[config.mk]
export PLATFORM = sky130hd
export DESIGN_NAME = uart_cmd_rx
export DESIGN_NICKNAME = d
export VERILOG_FILES = /design/src/rtl/uart_pkg.sv /design/src/rtl/uart_rx_byte.sv /design/src/rtl/uart_cmd_rx.sv
export SDC_FILE = /design/constraint.sdc
export NUM_CORES = 1
export LEC_CHECK = 0
export BUFFER_PORTS_ARGS = -buffer_cell sky130_fd_sc_hd__clkbuf_2
export CAP_MARGIN = 10
export CORE_ASPECT_RATIO = 1.1
export CORE_UTILIZATION = 28
export CTS_CLUSTER_DIAMETER = 40
export DETAILED_ROUTE_END_ITERATION = 10
export GPL_ROUTABILITY_DRIVEN = 0
export GPL_TIMING_DRIVEN = 0
export PLACE_DENSITY = 0.49
export REMOVE_ABC_BUFFERS = 1
export SKIP_CTS_REPAIR_TIMING = 1
export SLEW_MARGIN = 20
export SYNTH_ARGS = -nofsm -noshare
export SYNTH_HDL_FRONTEND = slang
export SYNTH_SLANG_ARGS = --single-unit
[constraint.sdc]
create_clock -name clk -period 1.7 [get_ports clk]
set_clock_uncertainty 0.05 [all_clocks]
set_input_delay 0.085 -clock clk [delete_from_list [all_inputs] [get_ports clk]]
set_output_delay 0.085 -clock clk [all_outputs]
set_load 0.01 [all_outputs]
[src/rtl/uart_pkg.sv]
// Shared types and constants for the UART command receiver.
// Holds the bit/frame state encodings and the header-tag check used by the frame FSM.
package uart_pkg;

    localparam int         UART_BYTE_W = 8;
    localparam logic [5:0] HDR_TAG_DEF = 6'b101000;

    typedef enum logic [1:0] {
        B_IDLE  = 2'd0,
        B_START = 2'd1,
        B_DATA  = 2'd2,
        B_STOP  = 2'd3
    } bit_state_t;

    typedef enum logic [1:0] {
        F_HDR = 2'd0,
        F_HI  = 2'd1,
        F_LO  = 2'd2
    } frame_state_t;

    function automatic logic hdr_ok(input logic [5:0] field, input logic [5:0] tag);
        return (field == tag);
    endfunction

endpackage

[src/rtl/uart_rx_byte.sv]
// 8N1 byte receiver: 2-flop synchroniser, bit FSM and baud counter.
// Emits one-cycle byte_valid or stop_err pulses once the stop bit is sampled.
module uart_rx_byte
    import uart_pkg::*;
#(
    parameter int CLKS_PER_BIT = 87
) (
    input  logic                   i_clk,
    input  logic                   i_reset,
    input  logic                   i_rx,
    output logic                   o_byte_valid,
    output logic [UART_BYTE_W-1:0] o_byte_data,
    output logic                   o_stop_err,
    output logic                   o_idle
);
    localparam int            CW      = $clog2(CLKS_PER_BIT);
    localparam logic [CW-1:0] FULL_M1 = CW'(CLKS_PER_BIT - 1);
    localparam logic [CW-1:0] HALF_M1 = CW'(CLKS_PER_BIT / 2 - 1);
    localparam logic [CW-1:0] CNT_ONE = {{(CW-1){1'b0}}, 1'b1};

    logic                   r_sync1, r_sync2;
    bit_state_t             r_state, w_state_nxt;
    logic [CW-1:0]          r_cnt, w_cnt_nxt;
    logic [2:0]             r_bit_cnt, w_bit_nxt;
    logic [UART_BYTE_W-1:0] r_shift, w_shift_nxt;
    logic                   r_byte_valid, w_valid_nxt;
    logic                   r_stop_err, w_err_nxt;
    logic                   w_rx_s;

    assign w_rx_s = r_sync2;

    // Synchroniser and bit-FSM state registers.
    always_ff @(posedge i_clk) begin
        if (!i_reset) begin
            r_sync1      <= 1'b1;
            r_sync2      <= 1'b1;
            r_state      <= B_IDLE;
            r_cnt        <= {CW{1'b0}};
            r_bit_cnt    <= 3'd0;
            r_shift      <= {UART_BYTE_W{1'b0}};
            r_byte_valid <= 1'b0;
            r_stop_err   <= 1'b0;
        end else begin
            r_sync1      <= i_rx;
            r_sync2      <= r_sync1;
            r_state      <= w_state_nxt;
            r_cnt        <= w_cnt_nxt;
            r_bit_cnt    <= w_bit_nxt;
            r_shift      <= w_shift_nxt;
            r_byte_valid <= w_valid_nxt;
            r_stop_err   <= w_err_nxt;
        end
    end

    // Bit FSM: half-bit start qualification, then one sample per bit period.
    always_comb begin
        w_state_nxt = r_state;
        w_cnt_nxt   = r_cnt;
        w_bit_nxt   = r_bit_cnt;
        w_shift_nxt = r_shift;
        w_valid_nxt = 1'b0;
        w_err_nxt   = 1'b0;
        case (r_state)
            B_IDLE: begin
                w_cnt_nxt = {CW{1'b0}};
                w_bit_nxt = 3'd0;
                if (!w_rx_s) begin
                    w_state_nxt = B_START;
                end else begin
                    w_state_nxt = B_IDLE;
                end
            end
            B_START: begin
                if (r_cnt == HALF_M1) begin
                    w_cnt_nxt   = {CW{1'b0}};
                    w_state_nxt = w_rx_s ? B_IDLE : B_DATA;
                end else begin
                    w_cnt_nxt = r_cnt + CNT_ONE;
                end
            end
            B_DATA: begin
                if (r_cnt == FULL_M1) begin
                    w_cnt_nxt   = {CW{1'b0}};
                    w_shift_nxt = {w_rx_s, r_shift[UART_BYTE_W-1:1]};
                    w_bit_nxt   = r_bit_cnt + 3'd1;
                    if (r_bit_cnt == 3'd7) begin
                        w_state_nxt = B_STOP;
                    end else begin
                        w_state_nxt = B_DATA;
                    end
                end else begin
                    w_cnt_nxt = r_cnt + CNT_ONE;
                end
            end
            B_STOP: begin
                if (r_cnt == FULL_M1) begin
                    // Return to IDLE at once so a following start bit is not missed.
                    w_cnt_nxt   = {CW{1'b0}};
                    w_state_nxt = B_IDLE;
                    w_valid_nxt = w_rx_s;
                    w_err_nxt   = !w_rx_s;
                end else begin
                    w_cnt_nxt = r_cnt + CNT_ONE;
                end
            end
            default: begin
                w_state_nxt = B_IDLE;
                w_cnt_nxt   = {CW{1'b0}};
            end
        endcase
    end

    assign o_byte_valid = r_byte_valid;
    assign o_byte_data  = r_shift;
    assign o_stop_err   = r_stop_err;
    assign o_idle       = (r_state == B_IDLE);

endmodule

[src/rtl/uart_cmd_rx.sv]
// UART command receiver: assembles header/high/low byte frames into one uart_en strobe.
// Owns the frame FSM, the inter-byte timeout and the registered CPU-facing outputs.
module uart_cmd_rx
    import uart_pkg::*;
#(
    parameter int         CLKS_PER_BIT = 87,
    parameter int         TIMEOUT_BITS = 20,
    parameter logic [5:0] HDR_TAG      = HDR_TAG_DEF
) (
    input  logic        clk,
    input  logic        reset,
    input  logic        rx,
    output logic        uart_en,
    output logic [1:0]  uart_sel,
    output logic [15:0] uart_data,
    output logic        frame_err,
    output logic        busy
);
    localparam int            TO_LIMIT = TIMEOUT_BITS * CLKS_PER_BIT;
    localparam int            TW       = $clog2(TO_LIMIT + 1);
    localparam logic [TW-1:0] TO_M1    = TW'(TO_LIMIT - 1);
    localparam logic [TW-1:0] TO_ONE   = {{(TW-1){1'b0}}, 1'b1};

    logic                   w_byte_valid, w_stop_err, w_bit_idle;
    logic [UART_BYTE_W-1:0] w_byte;

    frame_state_t           r_frame, w_frame_nxt;
    logic [1:0]             r_sel, w_sel_nxt;
    logic [UART_BYTE_W-1:0] r_hi, w_hi_nxt;
    logic [TW-1:0]          r_to_cnt, w_to_nxt;
    logic                   r_uart_en, w_en_nxt;
    logic [1:0]             r_uart_sel, w_osel_nxt;
    logic [15:0]            r_uart_data, w_data_nxt;
    logic                   r_frame_err, w_err_nxt;

    uart_rx_byte #(
        .CLKS_PER_BIT(CLKS_PER_BIT)
    ) u_rx_byte (
        .i_clk       (clk),
        .i_reset     (reset),
        .i_rx        (rx),
        .o_byte_valid(w_byte_valid),
        .o_byte_data (w_byte),
        .o_stop_err  (w_stop_err),
        .o_idle      (w_bit_idle)
    );

    // Frame state, timeout counter and output registers.
    always_ff @(posedge clk) begin
        if (!reset) begin
            r_frame     <= F_HDR;
            r_sel       <= 2'd0;
            r_hi        <= 8'h00;
            r_to_cnt    <= {TW{1'b0}};
            r_uart_en   <= 1'b0;
            r_uart_sel  <= 2'd0;
            r_uart_data <= 16'h0000;
            r_frame_err <= 1'b0;
        end else begin
            r_frame     <= w_frame_nxt;
            r_sel       <= w_sel_nxt;
            r_hi        <= w_hi_nxt;
            r_to_cnt    <= w_to_nxt;
            r_uart_en   <= w_en_nxt;
            r_uart_sel  <= w_osel_nxt;
            r_uart_data <= w_data_nxt;
            r_frame_err <= w_err_nxt;
        end
    end

    // Frame FSM; the timeout only counts while a frame is open and the line is idle.
    always_comb begin
        w_frame_nxt = r_frame;
        w_sel_nxt   = r_sel;
        w_hi_nxt    = r_hi;
        w_to_nxt    = r_to_cnt;
        w_en_nxt    = 1'b0;
        w_osel_nxt  = r_uart_sel;
        w_data_nxt  = r_uart_data;
        w_err_nxt   = 1'b0;
        if (w_stop_err) begin
            w_frame_nxt = F_HDR;
            w_err_nxt   = 1'b1;
            w_to_nxt    = {TW{1'b0}};
        end else if (w_byte_valid) begin
            w_to_nxt = {TW{1'b0}};
            case (r_frame)
                F_HDR: begin
                    if (hdr_ok(w_byte[7:2], HDR_TAG)) begin
                        w_sel_nxt   = w_byte[1:0];
                        w_frame_nxt = F_HI;
                    end else begin
                        w_err_nxt = 1'b1;
                    end
                end
                F_HI: begin
                    w_hi_nxt    = w_byte;
                    w_frame_nxt = F_LO;
                end
                F_LO: begin
                    w_en_nxt    = 1'b1;
                    w_osel_nxt  = r_sel;
                    w_data_nxt  = {r_hi, w_byte};
                    w_frame_nxt = F_HDR;
                end
                default: begin
                    w_frame_nxt = F_HDR;
                end
            endcase
        end else if ((r_frame != F_HDR) && w_bit_idle) begin
            if (r_to_cnt == TO_M1) begin
                w_err_nxt   = 1'b1;
                w_frame_nxt = F_HDR;
                w_to_nxt    = {TW{1'b0}};
            end else begin
                w_to_nxt = r_to_cnt + TO_ONE;
            end
        end else begin
            w_to_nxt = {TW{1'b0}};
        end
    end

    assign uart_en   = r_uart_en;
    assign uart_sel  = r_uart_sel;
    assign uart_data = r_uart_data;
    assign frame_err = r_frame_err;
    assign busy      = !w_bit_idle || (r_frame != F_HDR);

endmodule

==> flow_metrics.env, run 1 <==
export IMPL_status="finished with violations"
export IMPL_violations="design-rule violations"
export IMPL_period_share=0.9467
export IMPL_reg2reg_depth=4
export IMPL_ys_types=50
export IMPL_ant_nets=0
export IMPL_cts_root_buf="clkbuf_8"
export IMPL_fin_cells=460
export IMPL_dieArea_mm2=0.01050
export IMPL_layout_setup_ws_ns=0.09062
export IMPL_cts_tree="built"
export IMPL_route_vias_total=2295
export IMPL_hold_viol_final=0
export IMPL_cap_violations=0
export IMPL_grt_max_degree=38
export IMPL_initial_core_util=0.2872
export IMPL_fp_row_count=38
export IMPL_die_h_um=107.4
export IMPL_cp_max_fo=14
export IMPL_syn_area_mm2=0.002826
export IMPL_grt_pass1_vias=1974
export IMPL_dp_cells=439
export IMPL_design_area_mm2=0.003323
export IMPL_async_flop_share=0
export IMPL_coreArea_mm2=0.009842
export IMPL_drive_gt1_frac=0.1706
export IMPL_grtUsageTotal=0.1143
export IMPL_fin_nets=343
export IMPL_clock_sinks=67
export IMPL_endpoint_kind="output pin"
export IMPL_synthFlopType="dfxtp_1"
export IMPL_drt_pass1_iterations=8
export IMPL_tightest_slew_ns=0.6332
export IMPL_cp_arrival_ns=1.47
export IMPL_fmax_mhz=621.4
export IMPL_routed_wl_um=5598
export IMPL_synth_most_common_cell="dfxtp_1"
export IMPL_critPathLaunchType="flop"
export IMPL_peakVddDrop_mv=0.2763
export IMPL_dpl_hpwl_um=3738
export IMPL_worstSetupPathType="flop to output pin"
export IMPL_die_x_um=97.80
export IMPL_cts_max_level=3
export IMPL_fillers=1050
export IMPL_numCtsBuffers=9
export IMPL_syn_to_final_growth_pct=17.57
export IMPL_worst_hold_path_type="input pin to flop"
export IMPL_grt_remaining_overflow=0
export IMPL_path_clk_slew_ns=0.07
export IMPL_antenna_cells=0
export IMPL_synth_area_top_cells="dfxtp_1 (47%), nand2_1 (6.2%), a21oi_1 (5.8%)"
export IMPL_clock_latency_ns=0.34
export IMPL_fin_crit_ns=1.609
export IMPL_relSlewSlack=0.5773
export IMPL_p_leak_uw=0.001144
export IMPL_postPlaceCellArea_mm2=0.003028
export IMPL_synth_commonest_cells="dfxtp_1 (67), nand2_1 (47), a21oi_1 (33)"
export IMPL_ys_seq_elements=67
export IMPL_synthCells=312
export IMPL_synth_top_area_frac=0.4745
export IMPL_avgSynthCellArea_um2=9.059
export IMPL_final_max_slew_violation_count=0
export IMPL_antenna_found_initial=0
export IMPL_detail_route_wl_per_cell_um=12.17
export IMPL_drtIter0Drc=90
export IMPL_synth_edff_count=0
export IMPL_grt_pass1_wl_um=9473
export IMPL_portBuffers=23
export IMPL_cts_buffer_depth=2
export IMPL_via_per_inst=4.989
export IMPL_post_place_ws_ns=-0.06120
export IMPL_ys_warn_count=0
export IMPL_hold_depth=2
export IMPL_yosys_area_top_type="dfxtp_1"
export IMPL_power_density_mw_per_mm2=933.7
export IMPL_post_route_drc_count=8
export IMPL_critPathRequiredTime_ns=1.56
export IMPL_ios=24
export IMPL_yosysSeqAreaShare=0.4745
export IMPL_setup_violations=0
## registers in the layout (all words and copies together) (netlist names), named ones only
register / cells
uart_data: 16
r_hi: 8
r_frame: 2
u_rx_byte.r_sync1: 1
u_rx_byte.r_state: 1
u_rx_byte.r_cnt: 7
u_rx_byte.o_stop_err: 1
frame_err: 1
u_rx_byte.r_sync2: 1
u_rx_byte.o_byte_data: 8
uart_en: 1
r_to_cnt: 11
u_rx_byte.o_byte_valid: 1
r_sel: 2
uart_sel: 2
u_rx_byte.r_bit_cnt: 3
## layer usage
layer	track usage	routed length (um)	vias up
met1	0.1439	2859	1065
met4	0.06818	119	0
met2	0.1748	2463	35
li1	-	-	1183
met5	0	0	-
met3	0.03117	155	12
## per-stage QoR
stage / hold WS, ns / setup TNS, ns / util / total power [uW]
detailed placement: 0.2332 / -0.3662 / 0.3077 / 1660
CTS: -0.1313 / -0.2512 / 0.3304 / 3160
finish: 0.1830 / 0 / 0.3377 / 3103
global placement: 0.2185 / -7.055 / 0.3064 / 1660
global route: 0.2057 / -0.01293 / 0.3377 / 3221
floorplan: 0.1080 / -1.314 / - / 1639
## report_power, final
group	total (uW)	internal [uW]	switching [uW]
Combinational	46.9	13.5	33.4
Sequential	1580	1570	6.86
Clock	1480	835	641
Total	3100	2420	681
## placed cells by master (no fill, tap or decap), drive strengths merged, types with 8 or more instances in the layout
master,synthesis,final
dfxtp,67,67
nand2,47,47
a21oi,33,33
clkbuf,4,32
nand3,19,19
o21ai,16,16
nor2,12,12
mux2i,10,10
inv,7,8
## area by class of cell
class                   count  area, um^2  area share
flip-flops and latches     67        1344      0.4044
well taps                 120       150.1     0.04518
multi-input cells         221        1416      0.4262
inverters                   7       26.28    0.007907
repair buffers             29       162.7     0.04895
clock buffers               9       123.9     0.03727
clock inverters             7       100.1     0.03012
## worst paths after layout
check	from	endpoint	slack [ns]
worst max-delay path	u_rx_byte.r_state[0]	busy	0.09
worst min-delay path	reset	u_rx_byte.r_sync1	0.18
worst max register to register	r_to_cnt[0]	r_to_cnt[10]	0.09
worst min register to register	u_rx_byte.r_sync1	u_rx_byte.r_sync2	0.36
## worst max-delay path, cell delays in order (launching register included)
cell and delay [ns]:
dfxtp_2 0.39, or2_0 0.27, or3_1 0.33, clkbuf_2 0.14
## cells by family after synthesis
family,synth area share
buffers and inverters,0.03630
AND/OR/NAND/NOR,0.2523
flip-flops,0.4745
multiplexers,0.03542
adder cells (fa/ha/maj),0.02213
AO/OA/AOI/OAI,0.1607
XOR/XNOR,0.01859
Power figures use the tool's default switching activity.
==> inputs of run 2 (changes only) <==
--- a/config.mk
+++ b/config.mk
@@ -7,13 +7,15 @@
 export LEC_CHECK = 0
 export BUFFER_PORTS_ARGS = -buffer_cell sky130_fd_sc_hd__clkbuf_2
 export CAP_MARGIN = 10
+export CELL_PAD_IN_SITES_DETAIL_PLACEMENT = 1
+export CELL_PAD_IN_SITES_GLOBAL_PLACEMENT = 1
 export CORE_ASPECT_RATIO = 1.1
 export CORE_UTILIZATION = 28
 export CTS_CLUSTER_DIAMETER = 40
 export DETAILED_ROUTE_END_ITERATION = 10
 export GPL_ROUTABILITY_DRIVEN = 0
 export GPL_TIMING_DRIVEN = 0
-export PLACE_DENSITY = 0.49
+export PLACE_DENSITY = 0.59
 export REMOVE_ABC_BUFFERS = 1
 export SKIP_CTS_REPAIR_TIMING = 1
 export SLEW_MARGIN = 20
==> flow_metrics.env, run 2 (synthesized netlist as in run 1, its figures left out) <==
export IMPL_violations="design-rule violations"
export IMPL_period_share=0.9444
export IMPL_grt_pass1_vias=2268
export IMPL_clock_latency_ns=0.34
export IMPL_hold_viol_final=0
export IMPL_setup_violations=0
export IMPL_route_vias_total=2315
export IMPL_cts_root_buf="clkbuf_8"
export IMPL_cp_max_fo=10
export IMPL_power_internal_uw=2440
export IMPL_post_route_util=0.3366
export IMPL_portBuffers=23
export IMPL_numCtsBuffers=9
export IMPL_fin_nets=339
export IMPL_ios=24
export IMPL_dieArea_mm2=0.01050
export IMPL_power_uw=3086
export IMPL_initial_core_util=0.2872
export IMPL_worstSetupPathType="flop to flop"
export IMPL_pwr_share_comb=0.016
export IMPL_power_density_mw_per_mm2=931.3
export IMPL_grtUsageTotal=0.1322
export IMPL_crit_path_cell_trace="and4bb_1, mux2i_1, nor2_1"
export IMPL_final_cell_mix="dfxtp_1 (65), nand2_1 (47), a21oi_1 (33)"
export IMPL_detail_route_wl_per_cell_um=13.91
export IMPL_crit_slowest_cell="and4bb_1"
export IMPL_tightest_slew_ns=0.6271
export IMPL_cp_slowest_stage_delay_ns=0.58
export IMPL_fp_row_count=38
export IMPL_p_leak_uw=0.001102
export IMPL_syn_to_final_growth_pct=17.22
export IMPL_status="finished with violations"
export IMPL_die_x_um=97.80
export IMPL_die_h_um=107.4
export IMPL_drive_gt1_frac=0.1701
export IMPL_design_area_mm2=0.003313
export IMPL_relSlewSlack=0.5813
export IMPL_drtIter0Drc=109
export IMPL_p_switching_uw=646.1
export IMPL_power_frac_seq=0.512
export IMPL_routed_wl_um=6327
export IMPL_final_max_slew_violation_count=0
export IMPL_p_sw_frac=0.2094
export IMPL_clockPowerShare=0.472
export IMPL_endpoint_kind="flop"
export IMPL_cts_tree="built"
export IMPL_path_clk_slew_ns=0.07
export IMPL_cp_top_family="simple AND/OR/NAND/NOR gates"
export IMPL_cts_buffer_depth=2
export IMPL_layout_commonest_cell="dfxtp_1"
export IMPL_ant_nets=0
export IMPL_peakVddDrop_mv=0.4583
export IMPL_largest_reg_flops=16
export IMPL_cp_buffers_inverters=0
export IMPL_coreArea_mm2=0.009842
export IMPL_drt_pass1_iterations=7
export IMPL_dpl_hpwl_um=4228
export IMPL_fin_crit_ns=1.605
export IMPL_grt_remaining_overflow=0
export IMPL_cp_arrival_ns=1.76
export IMPL_clock_sinks=67
export IMPL_via_per_inst=5.088
export IMPL_rsz0062_at_grt="false"
export IMPL_fmax_mhz=622.9
export IMPL_critPathLaunchType="flop"
export IMPL_antenna_cells=0
export IMPL_critPathRequiredTime_ns=1.86
export IMPL_worst_hold_path_type="input pin to flop"
export IMPL_antenna_found_initial=0
export IMPL_post_route_drc_count=6
export IMPL_grt_max_degree=38
export IMPL_grt_pass1_wl_um=10980
export IMPL_postPlaceCellArea_mm2=0.003028
export IMPL_cap_violations=0
export IMPL_cts_max_level=3
-- run 2: layer usage --
metal | wire [um] | track usage | vias to the layer above
met2 | 3028 | 0.2214 | 30
met1 | 3050 | 0.1592 | 1106
met3 | 134 | 0.02532 | 11
met5 | 0 | 0 | -
li1 | - | - | 1168
met4 | 114 | 0.07468 | 0
-- run 2: power groups by stage --
stage	Sequential [uW]	Combinational, uW	Clock (uW)
after floorplan	1610	24.6	0
after global placement	1620	45.3	0
after detailed placement	1620	45.6	0
after CTS	1580	45.7	1510
after global routing	1580	53.5	1580
final	1580	48.0	1460
-- run 2: area by class of cell --
type,count,area [um^2]
multi-input cells,221,1445
clock inverters,5,77.57
inverters,7,26.28
flip-flops and latches,67,1344
repair buffers,25,132.6
well taps,120,150.1
fillers,1147,6529
clock buffers,10,137.6
-- run 2: per-stage QoR --
step	hold slack [ns]	TNS (ns)	instances	worst slack [ns]
floorplan	0.1080	-1.314	295	-0.1645
global placement	0.2413	-8.972	438	-0.7639
detailed placement	0.2563	-2.303	439	-0.1183
CTS	-0.1140	-1.555	454	-0.09871
global route	0.2474	0	455	0.008743
finish	0.2260	0	455	0.09456
-- run 2: worst paths after layout --
path / start / to / slack, ns / cells after the start
min reg2reg: u_rx_byte.r_sync1 / u_rx_byte.r_sync2 / 0.40 / 1
min: reset / u_rx_byte.r_sync2 / 0.23 / 2
max: u_rx_byte.o_byte_valid / r_hi[6] / 0.09 / 3
max reg2reg: u_rx_byte.o_byte_valid / r_hi[6] / 0.09 / 3
-- run 2: worst register-to-register path, cell delays in order, from the launching register on --
cell      delay, ns
dfxtp_1        0.53
and4bb_1       0.58
mux2i_1        0.26
nor2_1         0.05
